<file path="config.mk">
export PLATFORM = sky130hd
export DESIGN_NAME = aes0_seq_master
export DESIGN_NICKNAME = d
export VERILOG_FILES = /design/src/rtl/aes0_seq_pkg.sv /design/src/rtl/aes0_seq_bus_if.sv /design/src/rtl/aes0_seq_master.sv
export SDC_FILE = /design/constraint.sdc
export NUM_CORES = 1
export LEC_CHECK = 0
export CAP_MARGIN = 20
export CORE_AREA = 8 8 296 298
export CTS_CLUSTER_DIAMETER = 200
export DETAILED_ROUTE_END_ITERATION = 16
export DIE_AREA = 0 0 304 306
export RECOVER_POWER = 100
export SYNTH_ARGS = -nofsm -noshare
export SYNTH_HDL_FRONTEND = slang
export SYNTH_HIERARCHICAL = 1
export SYNTH_SLANG_ARGS = --single-unit
</file>
<file path="constraint.sdc">
create_clock -name clk_i -period 6 [get_ports clk_i]
set_input_delay 1.5 -clock clk_i [delete_from_list [all_inputs] [get_ports clk_i]]
set_output_delay 1.5 -clock clk_i [all_outputs]
set_load 0.005 [all_outputs]
</file>
<file path="src/rtl/aes0_seq_pkg.sv">
// ----------------------------------------------------------------------------
// aes0_seq_pkg
// Shared definitions for the AES0 bus-initiator sequencer:
//   - seq_state_t : sequencer FSM state encoding
//   - IDX_*       : AES0 register word indices (byte address = idx << 3)
//   - key_base()  : first key word index for a key-bank select value
// ----------------------------------------------------------------------------
package aes0_seq_pkg;

    typedef enum logic [3:0] {
        S_IDLE     = 4'd0,
        S_W_KSEL   = 4'd1,
        S_W_KEY    = 4'd2,
        S_W_STATE  = 4'd3,
        S_W_PT     = 4'd4,
        S_W_START1 = 4'd5,
        S_W_START0 = 4'd6,
        S_POLL     = 4'd7,
        S_R_CT     = 4'd8,
        S_RESP     = 4'd9
    } seq_state_t;

    localparam logic [5:0] IDX_START = 6'd0;
    localparam logic [5:0] IDX_PT0   = 6'd1;
    localparam logic [5:0] IDX_KEY0  = 6'd5;
    localparam logic [5:0] IDX_VALID = 6'd11;
    localparam logic [5:0] IDX_CT0   = 6'd12;
    localparam logic [5:0] IDX_ST0   = 6'd16;
    localparam logic [5:0] IDX_KEY1  = 6'd20;
    localparam logic [5:0] IDX_KEY2  = 6'd26;
    localparam logic [5:0] IDX_KSEL  = 6'd32;

    // Banks 2 and 3 both map onto key2.
    function automatic logic [5:0] key_base(input logic [1:0] ksel);
        logic [5:0] base;
        case (ksel)
            2'd0:    base = IDX_KEY0;
            2'd1:    base = IDX_KEY1;
            default: base = IDX_KEY2;
        endcase
        return base;
    endfunction

endpackage

</file>
<file path="src/rtl/aes0_seq_bus_if.sv">
// ----------------------------------------------------------------------------
// aes0_seq_bus_if
// Single-outstanding register-bus initiator. Takes one command at a time and
// drives it onto the req/gnt/rvalid bus.
//
// Handshake: a command transfers when i_cmd_valid & o_cmd_ready are both high
// on a rising edge; o_cmd_ready is low from acceptance until the cycle after
// o_done. o_done pulses for one cycle: on the grant cycle for a write, on the
// rvalid cycle for a read (o_rdata valid only with o_done of a read).
//
// Ports:
//   i_clk, i_rst_n              clock, asynchronous active-low reset
//   i_cmd_valid/o_cmd_ready     command handshake
//   i_cmd_we, i_cmd_idx,        1 = write; word index; 32-bit write data
//   i_cmd_wdata
//   o_done, o_rdata             completion pulse, read data (low 32 bits)
//   o_bus_req/we/addr/wdata     bus request, held stable until i_bus_gnt
//   i_bus_gnt, i_bus_rvalid,    grant, read-data valid, read data
//   i_bus_rdata
// ----------------------------------------------------------------------------
module aes0_seq_bus_if #(
    parameter int ADDR_W = 64
) (
    input  logic              i_clk,
    input  logic              i_rst_n,
    input  logic              i_cmd_valid,
    output logic              o_cmd_ready,
    input  logic              i_cmd_we,
    input  logic [5:0]        i_cmd_idx,
    input  logic [31:0]       i_cmd_wdata,
    output logic              o_done,
    output logic [31:0]       o_rdata,
    output logic              o_bus_req,
    output logic              o_bus_we,
    output logic [ADDR_W-1:0] o_bus_addr,
    output logic [63:0]       o_bus_wdata,
    input  logic              i_bus_gnt,
    input  logic              i_bus_rvalid,
    input  logic [63:0]       i_bus_rdata
);

    logic        r_req;
    logic        r_we;
    logic        r_pend;   // read granted, waiting for rvalid
    logic [5:0]  r_idx;
    logic [31:0] r_wdata;
    logic        w_unused_rdata_hi;

    assign o_cmd_ready = !r_req && !r_pend;

    always_ff @(posedge i_clk or negedge i_rst_n) begin
        if (!i_rst_n) begin
            r_req   <= 1'b0;
            r_we    <= 1'b0;
            r_pend  <= 1'b0;
            r_idx   <= '0;
            r_wdata <= '0;
        end else begin
            if (i_cmd_valid && o_cmd_ready) begin
                r_req   <= 1'b1;
                r_we    <= i_cmd_we;
                r_idx   <= i_cmd_idx;
                r_wdata <= i_cmd_wdata;
            end else if (r_req && i_bus_gnt) begin
                r_req  <= 1'b0;
                r_pend <= !r_we;
            end else if (r_pend && i_bus_rvalid) begin
                r_pend <= 1'b0;
            end
        end
    end

    // rvalid only counts while a read is pending; stray pulses fall through.
    assign o_done  = (r_req && i_bus_gnt && r_we) || (r_pend && i_bus_rvalid);
    assign o_rdata = i_bus_rdata[31:0];
    assign w_unused_rdata_hi = ^i_bus_rdata[63:32];

    assign o_bus_req   = r_req;
    assign o_bus_we    = r_we;
    assign o_bus_wdata = {32'h0, r_wdata};

    always_comb begin
        o_bus_addr      = '0;
        o_bus_addr[8:3] = r_idx;
    end

endmodule

</file>
<file path="src/rtl/aes0_seq_master.sv">
// ----------------------------------------------------------------------------
// aes0_seq_master
// Requester-side sequencer for the AES0 peripheral. Accepts one job, writes
// key_sel, key bank, state, plaintext, pulses start, polls ct_valid and reads
// back the ciphertext over a single-outstanding register bus.
//
// Optional build macro AES0_SEQ_KEY_CACHE_EN: remembers {ksel, key} of the
// last successful job and skips key_sel/key writes when the next job matches.
//
// Ports:
//   clk_i, rst_ni                 clock, asynchronous active-low reset
//   job_valid_i/job_ready_o       job handshake (ready while idle)
//   job_key_i/ksel_i/state_i/pt_i job fields, captured on accept
//   res_valid_o/res_ready_i       result handshake
//   res_ct_o, res_err_o           ciphertext, poll-timeout flag (held in RESP)
//   bus_*                         register-bus initiator signals
//   dbg_state_o                   current FSM state
// ----------------------------------------------------------------------------
module aes0_seq_master
    import aes0_seq_pkg::*;
#(
    parameter int ADDR_W   = 64,
    parameter int POLL_MAX = 1024,
    parameter int TO_W     = 11
) (
    input  logic              clk_i,
    input  logic              rst_ni,
    input  logic              job_valid_i,
    output logic              job_ready_o,
    input  logic [191:0]      job_key_i,
    input  logic [1:0]        job_ksel_i,
    input  logic [127:0]      job_state_i,
    input  logic [127:0]      job_pt_i,
    output logic              res_valid_o,
    input  logic              res_ready_i,
    output logic [127:0]      res_ct_o,
    output logic              res_err_o,
    output logic              bus_req_o,
    output logic              bus_we_o,
    output logic [ADDR_W-1:0] bus_addr_o,
    output logic [63:0]       bus_wdata_o,
    input  logic              bus_gnt_i,
    input  logic              bus_rvalid_i,
    input  logic [63:0]       bus_rdata_i,
    output logic [3:0]        dbg_state_o
);

    seq_state_t r_fsm, w_fsm_nxt;

    logic [2:0]      r_wcnt;
    logic [TO_W-1:0] r_poll;
    logic [191:0]    r_key;
    logic [1:0]      r_ksel;
    logic [127:0]    r_st;
    logic [127:0]    r_pt;
    logic [127:0]    r_ct;
    logic            r_err;

    logic            w_cmd_valid;
    logic            w_cmd_ready;
    logic            w_cmd_we;
    logic [5:0]      w_cmd_idx;
    logic [31:0]     w_cmd_wdata;
    logic            w_done;
    logic [31:0]     w_rdata;
    logic            w_accept;
    logic            w_hit;
    logic [TO_W-1:0] w_poll_inc;

    assign w_accept   = (r_fsm == S_IDLE) && job_valid_i;
    assign w_poll_inc = r_poll + 1'b1;

`ifdef AES0_SEQ_KEY_CACHE_EN
    logic [193:0] r_lk;
    logic         r_lk_vld;

    assign w_hit = r_lk_vld && (r_lk == {job_ksel_i, job_key_i});

    // Valid drops as soon as the key registers are being rewritten, so a
    // later timeout cannot leave a stale entry describing the peripheral.
    always_ff @(posedge clk_i or negedge rst_ni) begin
        if (!rst_ni) begin
            r_lk     <= '0;
            r_lk_vld <= 1'b0;
        end else if (r_fsm == S_W_KSEL) begin
            r_lk_vld <= 1'b0;
        end else if (r_fsm == S_R_CT && w_done && r_wcnt == 3'd3) begin
            r_lk     <= {r_ksel, r_key};
            r_lk_vld <= 1'b1;
        end
    end
`else
    assign w_hit = 1'b0;
`endif

    always_ff @(posedge clk_i or negedge rst_ni) begin
        if (!rst_ni) r_fsm <= S_IDLE;
        else         r_fsm <= w_fsm_nxt;
    end

    always_comb begin
        w_fsm_nxt   = r_fsm;
        w_cmd_valid = 1'b0;
        w_cmd_we    = 1'b1;
        w_cmd_idx   = '0;
        w_cmd_wdata = '0;
        case (r_fsm)
            S_IDLE: begin
                if (job_valid_i) w_fsm_nxt = w_hit ? S_W_STATE : S_W_KSEL;
            end
            S_W_KSEL: begin
                w_cmd_valid = 1'b1;
                w_cmd_idx   = IDX_KSEL;
                w_cmd_wdata = {30'h0, r_ksel};
                if (w_done) w_fsm_nxt = S_W_KEY;
            end
            S_W_KEY: begin
                w_cmd_valid = 1'b1;
                w_cmd_idx   = key_base(r_ksel) + {3'b000, r_wcnt};
                w_cmd_wdata = r_key[{r_wcnt, 5'b00000} +: 32];
                if (w_done && r_wcnt == 3'd5) w_fsm_nxt = S_W_STATE;
            end
            S_W_STATE: begin
                w_cmd_valid = 1'b1;
                w_cmd_idx   = IDX_ST0 + {3'b000, r_wcnt};
                w_cmd_wdata = r_st[{r_wcnt[1:0], 5'b00000} +: 32];
                if (w_done && r_wcnt == 3'd3) w_fsm_nxt = S_W_PT;
            end
            S_W_PT: begin
                w_cmd_valid = 1'b1;
                w_cmd_idx   = IDX_PT0 + {3'b000, r_wcnt};
                w_cmd_wdata = r_pt[{r_wcnt[1:0], 5'b00000} +: 32];
                if (w_done && r_wcnt == 3'd3) w_fsm_nxt = S_W_START1;
            end
            S_W_START1: begin
                w_cmd_valid = 1'b1;
                w_cmd_idx   = IDX_START;
                w_cmd_wdata = 32'd1;
                if (w_done) w_fsm_nxt = S_W_START0;
            end
            S_W_START0: begin
                w_cmd_valid = 1'b1;
                w_cmd_idx   = IDX_START;
                if (w_done) w_fsm_nxt = S_POLL;
            end
            S_POLL: begin
                w_cmd_valid = 1'b1;
                w_cmd_we    = 1'b0;
                w_cmd_idx   = IDX_VALID;
                if (w_done) begin
                    if (w_rdata[0])                           w_fsm_nxt = S_R_CT;
                    else if (w_poll_inc == TO_W'(POLL_MAX))   w_fsm_nxt = S_RESP;
                end
            end
            S_R_CT: begin
                w_cmd_valid = 1'b1;
                w_cmd_we    = 1'b0;
                w_cmd_idx   = IDX_CT0 + {3'b000, r_wcnt};
                if (w_done && r_wcnt == 3'd3) w_fsm_nxt = S_RESP;
            end
            S_RESP: begin
                if (res_ready_i) w_fsm_nxt = S_IDLE;
            end
            default: w_fsm_nxt = S_IDLE;
        endcase
    end

    // Datapath: job capture, word counter, poll counter, result.
    always_ff @(posedge clk_i or negedge rst_ni) begin
        if (!rst_ni) begin
            r_wcnt <= '0;
            r_poll <= '0;
            r_key  <= '0;
            r_ksel <= '0;
            r_st   <= '0;
            r_pt   <= '0;
            r_ct   <= '0;
            r_err  <= 1'b0;
        end else begin
            if (w_accept) begin
                r_key  <= job_key_i;
                r_ksel <= job_ksel_i;
                r_st   <= job_state_i;
                r_pt   <= job_pt_i;
                r_poll <= '0;
                r_err  <= 1'b0;
            end

            if (r_fsm != w_fsm_nxt)                r_wcnt <= '0;
            else if (w_done && r_fsm != S_POLL)    r_wcnt <= r_wcnt + 1'b1;

            if (r_fsm == S_POLL && w_done && !w_rdata[0]) begin
                r_poll <= w_poll_inc;
                if (w_poll_inc == TO_W'(POLL_MAX)) begin
                    r_ct  <= '0;
                    r_err <= 1'b1;
                end
            end

            if (r_fsm == S_R_CT && w_done) begin
                r_ct[{r_wcnt[1:0], 5'b00000} +: 32] <= w_rdata;
                r_err <= 1'b0;
            end

            if (r_fsm == S_RESP && res_ready_i) r_poll <= '0;
        end
    end

    aes0_seq_bus_if #(.ADDR_W(ADDR_W)) u_bus_if (
        .i_clk        (clk_i),
        .i_rst_n      (rst_ni),
        .i_cmd_valid  (w_cmd_valid),
        .o_cmd_ready  (w_cmd_ready),
        .i_cmd_we     (w_cmd_we),
        .i_cmd_idx    (w_cmd_idx),
        .i_cmd_wdata  (w_cmd_wdata),
        .o_done       (w_done),
        .o_rdata      (w_rdata),
        .o_bus_req    (bus_req_o),
        .o_bus_we     (bus_we_o),
        .o_bus_addr   (bus_addr_o),
        .o_bus_wdata  (bus_wdata_o),
        .i_bus_gnt    (bus_gnt_i),
        .i_bus_rvalid (bus_rvalid_i),
        .i_bus_rdata  (bus_rdata_i)
    );

    assign job_ready_o = (r_fsm == S_IDLE);
    assign res_valid_o = (r_fsm == S_RESP);
    assign res_ct_o    = r_ct;
    assign res_err_o   = r_err;
    assign dbg_state_o = r_fsm;

endmodule
</file>
# == Word-level counts from Yosys, hierarchy flattened ==
# Index checks and enable logic that the tools add are counted.
# op_classes
add_sub_neg,7
eq_ne,15
n_shift,5
n_mux,36
bitwise_logic,1
n_reduce_logical,27
# ops
op,n
2-to-1 mux 128 bit,3
variable part select 128 x 8 -> 32 bit,2
variable part select 192 x 9 -> 32 bit,1
one-hot mux 32 bit (5 select lines),1
bitwise mux 128 bit,1
"variable shift 32 x 9 -> 128 bit, first input constant",1
variable part select 32 x 9 -> 128 bit,1
2-to-1 mux 4 bit,12
one-hot mux 4 bit (10 select lines),1
one-hot mux 6 bit (6 select lines),1
2-to-1 mux 11 bit,3
"equality test 4 x 3 -> 1 bit, second input constant",4
logical AND 1 bit,13
"adder 11 x 1 -> 11 bit, second input constant",1
"equality test 11 bit, second input constant",1
2-to-1 mux 1 bit,10
one-hot mux 5 bit (2 select lines),1
negator 7 -> 9 bit,1
"equality test 4 x 2 -> 1 bit, second input constant",2
"equality test 4 bit, second input constant",2
OR reduction 8 bit,1
"adder 5 x 3 -> 6 bit, first input constant",1
adder 6 x 3 -> 6 bit,1
2-to-1 mux 3 bit,2
other kinds (19),24
# totals
regBits,638
in_bits,520
out_inout_bits,265

# == Longest topological paths before layout ==
# Gate-level depths: netlist of run 1.
# logic_depth
depth_word,8
mapped_depth,10
depth_no_buf,8

# == Hierarchy ==
# The synthesis of run 1 kept the hierarchy.
# modules_own_cells
mod,n_inst,cells_each,area_per_inst_um2,seq_area_each_um2
aes0_seq_master,1,2469,26656.8,14939.3
aes0_seq_bus_if,1,215,2528.7,1026.0

# == Worst setup path before layout of run 1 ==
# No wires, ideal clock.
# synth_path
kind,input-to-reg
from,in bus_gnt_i
to,"reg r_ct[100], in the netlist res_ct_o[100]"
t_arrival_ns,3.088
path_slack_ns,2.791
cell_stages,8
n_path_buf,2
cell_sequence,a32o_1 -> clkbuf_1 -> and3_1 -> nand2_1 -> nor3_4 -> a31oi_4 -> buf_6 -> a22o_1
# synth_via
elab_chain_len,8
word_cells_on_any_way,9
# synth_lines
element,line_no,text
start: declaration,aes0_seq_master.sv:42,"input logic bus_gnt_i,"
logical AND 1 bit * (2 in a row),aes0_seq_bus_if.sv:74,assign o_done = (r_req && i_bus_gnt && r_we) || (r_pend && i_bus_rvalid);
logical OR 1 bit *,aes0_seq_bus_if.sv:74,
logical AND 1 bit (2 in a row),aes0_seq_master.sv:192,if (r_fsm == S_POLL && w_done && !w_rdata[0]) begin
2-to-1 mux 128 bit,aes0_seq_master.sv:192,
bitwise mux 128 bit,aes0_seq_master.sv:201,"r_ct[{r_wcnt[1:0], 5'b00000} +: 32] <= w_rdata;"
2-to-1 mux 128 bit *,aes0_seq_master.sv:200,if (r_fsm == S_R_CT && w_done) begin
end signal: indexed assignment,aes0_seq_master.sv:201,
end: declaration,aes0_seq_master.sv:56,logic [127:0] r_ct;
# Every way passes the cells marked *; elsewhere a longest branch is shown, timed or not.
# A chain may end at the register's enable or synchronous reset.

# == Final worst setup path of run 1 ==
# layout_path
from,in bus_gnt_i
to,"reg r_ct[41], in the netlist res_ct_o[41]"
# layout_via
elab_chain_len,8
word_cells_on_any_way,9
# layout_lines
element,line_no,text
logical AND 1 bit * (2 in a row),aes0_seq_bus_if.sv:74,
logical OR 1 bit *,aes0_seq_bus_if.sv:74,
net w_done,aes0_seq_master.sv:64,logic w_done;
logical AND 1 bit (2 in a row),aes0_seq_master.sv:192,
2-to-1 mux 128 bit,aes0_seq_master.sv:192,
bitwise mux 128 bit,aes0_seq_master.sv:201,
2-to-1 mux 128 bit *,aes0_seq_master.sv:200,
# The timed path passes the listed nets; every way through them passes the cells marked *.

==> metrics, run 1 <==
CP Capture Type=flop; Post-CTS Setup Repair Bufs=0; Placement Setup Slack=approximately 1.1 ns; Die ar.=93,000 um^2; Starting Density=0.352; post-route insts no fill=4,404; vias per cell=~4.9; Reg power frac=0.413; CTS tree=yes; fill cell count=slightly below 8,000; Post-Syn Instances=2,683; Final setup viols=0; CTS Hold Buffers Added=0; Slew headroom=-0.716; first-pass GRT wire length=152,000 um; pwr dens=~410 nW/um^2; Hold/Removal Path Class=reg2reg; die width=304 um; Ports=just under 800; post-CTS resize count=0; deepest clock path buffer count=3; routability cong.=0.810; Clock Skew=around 0.029 ns; antenna violations before repair=35; Final Hold Viols=0; register area=about 16,000 um^2; number of buffers created by CTS=74; share of layout cells above drive strength 1=0.127; area of the multi-input gates=between 10,000 and 15,000 um^2; Worst setup SP type=primary input; worst path arrival time=5.46 ns; dpl hpwl=roughly 74,000 um; clock share of power=0.284; Max Fclk=between 200 and 250 MHz; detailed router's first-iteration violation count=1,144; RSZ-0062 raised after global routing=no; outcome=finished with violations; Vias=~22,000; worst-path fanout max=32; GR Util All Layers=0.214; FP Rows=106; DR pass1 iterations=5; fin crit period=4.98 ns; CTS sink cnt=638; worst-skew pair later-pin latency=~0.61 ns; NetSw=5.12 mW; Syn Std Cell Area=29,200 um^2; DIE HEIGHT=306 um; combinational power share=0.303; fin nets=between 3,000 and 4,000; Sw Ratio=0.324; Mean Syn Cell Area=around 11 um^2; worst slew pin tran=2.57 ns; port bufs=662; setup_tns=0 ns; static leakage=18.8 nW; total wire length=102,000 um; CTS root buffer=clkbuf_16; critical path class=in2reg; core box area=between 80,000 and 90,000 um^2; Final Max Tran Viols=558; largest net degree at the start of global routing=150; final period utilization=0.830; post-route ant nets=0; internal power=between 10 and 15 mW; Reg2Reg Setup Slack=1.12 ns; post-DR wirelength/cell=~23 um; Max IR drop VDD=0.360 mV; worst setup margin=1.02 ns; area growth from synthesis to layout=32.1%; CTS H-tree depth=3; vias in the first global route=22,800; Post-Place Cells=4,251; Max Cap Viol=8; residual DRC count=0; WP data required=6.48 ns; global route total overflow=0; Util after Layout=0.465; Yosys Warn Count=6; failing checks=max-capacitance violations, max-slew violations; CTS clock-pin slew for the worst setup and hold paths=0.06 ns
## per-layer routing
metal  routed length (um)  part of all wire  track usage
met1                41300              0.41        0.263
met2                50800              0.50        0.359
met3                 6750             0.066       0.0587
met4                 2840             0.028       0.0797
met5                  100           0.00098            0
## sequential cells by signal (all words and copies together), names as in the netlist, 2 cells and up
name	cells
r_ksel	2
dbg_state_o	4
u_bus_if/r_wdata	32
r_poll	11
r_key	192
u_bus_if/r_idx	6
r_st	128
r_wcnt	3
res_ct_o	128
r_pt	128
## stage by stage
step,hold slack (ns),power [mW],area (um^2)
2_1_floorplan,0.440,9.52,29500
3_5_place_dp,0.457,11.6,36200
5_1_grt,0.486,16.8,38500
3_3_place_gp,0.451,11.5,36200
6_report,0.466,15.8,38500
4_1_cts,0.472,16.2,38600
## cell usage in the layout (no fill, tap or decap), types with 4 or more instances in the layout
| cell type | count |
|---|---|
| buf_4 | 15 |
| mux2_2 | 159 |
| diode_2 | 25 |
| mux4_2 | 96 |
| a22o_1 | 129 |
| o21ai_0 | 19 |
| a31oi_4 | 4 |
| and3_1 | 9 |
| dlygate4sd3_1 | 176 |
| ha_1 | 12 |
| nor3_1 | 4 |
| a22oi_1 | 32 |
| a31oi_1 | 6 |
| nor2_1 | 20 |
| clkdlybuf4s50_1 | 485 |
| clkinv_2 | 7 |
| dfrtp_1 | 637 |
| buf_12 | 9 |
| nand2_1 | 1065 |
| clkbuf_1 | 21 |
| o31ai_1 | 5 |
| mux2_1 | 14 |
| xnor2_1 | 4 |
| nand3_1 | 11 |
| mux2i_1 | 35 |
| a21oi_1 | 13 |
| o311ai_0 | 4 |
| o22ai_1 | 32 |
| clkbuf_16 | 76 |
| clkbuf_2 | 4 |
| conb_1 | 90 |
| clkbuf_8 | 10 |
| o21a_1 | 5 |
| nand2b_1 | 4 |
| inv_1 | 7 |
## path summary, 6_finish.rpt
check,endpoint,depth (start not counted),from
max,res_ct_o[41]$_DFF_PN0_,7,bus_gnt_i
min,r_pt[75]$_DFFE_PN0P_,2,r_pt[75]$_DFFE_PN0P_
max reg2reg,r_key[101]$_DFFE_PN0P_,5,dbg_state_o[1]$_DFF_PN0_
min reg2reg,r_pt[75]$_DFFE_PN0P_,2,r_pt[75]$_DFFE_PN0P_
max in group asynchronous,r_pt[13]$_DFFE_PN0P_,2,rst_ni
min in group asynchronous,res_ct_o[100]$_DFF_PN0_,1,rst_ni
## power by group through the flow
stage          Clock, mW  Combinational (mW)  Sequential [mW]
2_1_floorplan          0                3.26             6.26
3_3_place_gp           0                4.93             6.54
3_5_place_dp           0                4.99             6.59
4_1_cts             4.61                5.02             6.54
5_1_grt             4.78                5.29             6.70
6_report            4.49                4.79             6.53
## cell type report
class                      count  share of cell area
sequential                   638               0.414
multi-input combinational   1829               0.304
timing repair buffer         697               0.182
clock buffer                 103              0.0546
tap                         1080              0.0351
clock inverter                22             0.00766
antenna                       25             0.00162
inverter                      10            0.000974
## critical path, cell delays in order
cell	delay [ns]
dlygate4sd3_1	0.57
a32o_1	0.64
and3_1	0.33
nand2_1	0.31
nor3_1	1.08
a31oi_4	0.59
a22o_1	0.42
Power figures use the tool's default switching activity.
==> run 2: changes to the inputs <==
clock period = 4.9 ns   (was 6 ns; I/O delays follow)
==> run 2 against run 1 <==
Against the previous run:
- the run still ends with max-capacitance violations, max-slew violations left
- final cell count increased by 0.18%
- register-to-register slack worse by 0.32 ns
- wire length is 1.1% higher
- die area stayed put
- critical path depth decreased by 4
- flip-flop and latch count is the same
- clock skew down 0.0086 ns
- clock power up 23%
- non-clock buffer count up 15
- via count up 1.3%
- worst hold slack gained 0.00071 ns
- final area grew 0.11%
==> metrics, run 2 (synthesis results as in run 1) <==
residual DRC count=0; most frequent cells in the layout=nand2_1, dfrtp_1, clkdlybuf4s50_1; outcome=finished with violations; number of buffers created by CTS=75; Clock Skew=0.0204 ns; core box area=82,900 um^2; reg2reg end=r_key[190]$_DFFE_PN0P_; post-route ant nets=0; worst setup margin=0.568 ns; Post-Place Cells=about 4,300; fin crit period=between 4 and 5 ns; WP data required=3.67 ns; Placement Setup Slack=between 1 and 1.5 ns; fill cell count=7,882; CTS sink cnt=approximately 640; CTS Hold Buffers Added=0; commonest non-fill, non-tap cell in the layout=nand2_1; Top reg by flops=r_key; GR Util All Layers=0.216; DR pass1 iterations=5; FP Rows=around 110; post-DR wirelength/cell=23.3 um; port bufs=662; M1 GR Usage=0.268; Max Fclk=231 MHz; area growth from synthesis to layout=32.2%; die width=304 um; pwr dens=503 nW/um^2; critical path class=reg2out; largest net degree at the start of global routing=roughly 130; first-pass GRT wire length=154,000 um; max FFs per register=~190; Hold/Removal Path Class=reg2reg; Util after Layout=0.466; antenna violations before repair=23; fin nets=3,799; DP Area=36,300 um^2; worst-path fanout max=22; post-route insts no fill=between 4,000 and 5,000; CTS tree=yes; GR Layer Usage met3=0.0577; Slew headroom=-0.821; vias in the first global route=22,900; CP Capture Type=primary output; CTS clock-pin slew for the worst setup and hold paths=approximately 0.060 ns; gr busiest metal=met2; CTS H-tree depth=3; worst setup path start=dbg_state_o[1]$_DFF_PN0_; deepest clock path buffer count=3; Ports=785; vias per cell=4.97; detailed router's first-iteration violation count=1,358; worst path arrival time=3.11 ns; Hold WS=0.467 ns; Final Max Tran Viols=321; final period utilization=0.884; design area=38,600 um^2; Max IR drop VDD=~0.28 mV; Worst setup SP type=flop; Starting Density=0.352; dpl hpwl=74,800 um; reg2reg path depth=5; CP Capture Point=job_ready_o; failing checks=max-capacitance violations, max-slew violations; Post-CTS Setup Repair Bufs=0; global route total overflow=0; RSZ-0062 raised after global routing=no; static leakage=18.9 nW; Reg2Reg Setup Slack=0.80 ns; worst-skew pair later-pin latency=0.60 ns; Final setup viols=0; Final Power=19.4 mW; Vias=~22,000; setup_tns=0 ns; Max Cap Viol=7; Final Hold Viols=0; met2 GRT Util=0.369; Reg-to-Reg Start=dbg_state_o[1]$_DFF_PN0_; total wire length=just over 100,000 um; CTS root buffer=clkbuf_16; Die ar.=93,000 um^2; share of layout cells above drive strength 1=0.130; DIE HEIGHT=306 um; post-CTS resize count=0; routability cong.=about 0.84; worst slew pin tran=2.73 ns
[run 2: worst min path at each step]
stage / startpoint / end / slack (ns) / cells after the start
detailed placement: r_key[67]$_DFFE_PN0P_ / r_key[67]$_DFFE_PN0P_ / 0.46 / 2
global placement: r_pt[10]$_DFFE_PN0P_ / r_pt[10]$_DFFE_PN0P_ / 0.45 / 2
floorplan: r_key[64]$_DFFE_PN0P_ / r_key[64]$_DFFE_PN0P_ / 0.44 / 2
finish: r_pt[77]$_DFFE_PN0P_ / r_pt[77]$_DFFE_PN0P_ / 0.47 / 2
global route: r_pt[27]$_DFFE_PN0P_ / r_pt[27]$_DFFE_PN0P_ / 0.49 / 2
CTS: r_key[67]$_DFFE_PN0P_ / r_key[67]$_DFFE_PN0P_ / 0.47 / 2
[run 2: layout make-up]
cell class | count | area, um^2 | area share
clock inverter | 25 | 287 | 0.00742
tap | 1080 | 1350 | 0.0350
antenna | 15 | 37.5 | 0.000973
sequential | 638 | 16000 | 0.414
timing repair buffer | 712 | 7080 | 0.183
multi-input combinational | 1829 | 11700 | 0.303
inverter | 10 | 37.5 | 0.000973
clock buffer | 103 | 2120 | 0.0550
[run 2: per-layer routing]
metal	wire (um)	vias up
li1	-	10100
met1	41500	11100
met2	52100	645
met3	6600	133
met4	2580	16
met5	98	-
[run 2: critical path, stage by stage (launching register included)]
cell	delay [ns]
dfrtp_1	0.67
or2_0	0.48
nor3_1	0.63
dlygate4sd3_1	0.72
[run 2: where the power goes]
| part | total, mW | switching [mW] | internal (mW) |
|---|---|---|---|
| logic | 5.90 | 2.94 | 2.95 |
| registers | 7.97 | 1.01 | 6.97 |
| clock network | 5.53 | 2.28 | 3.25 |
| total | 19.4 | 6.23 | 13.2 |
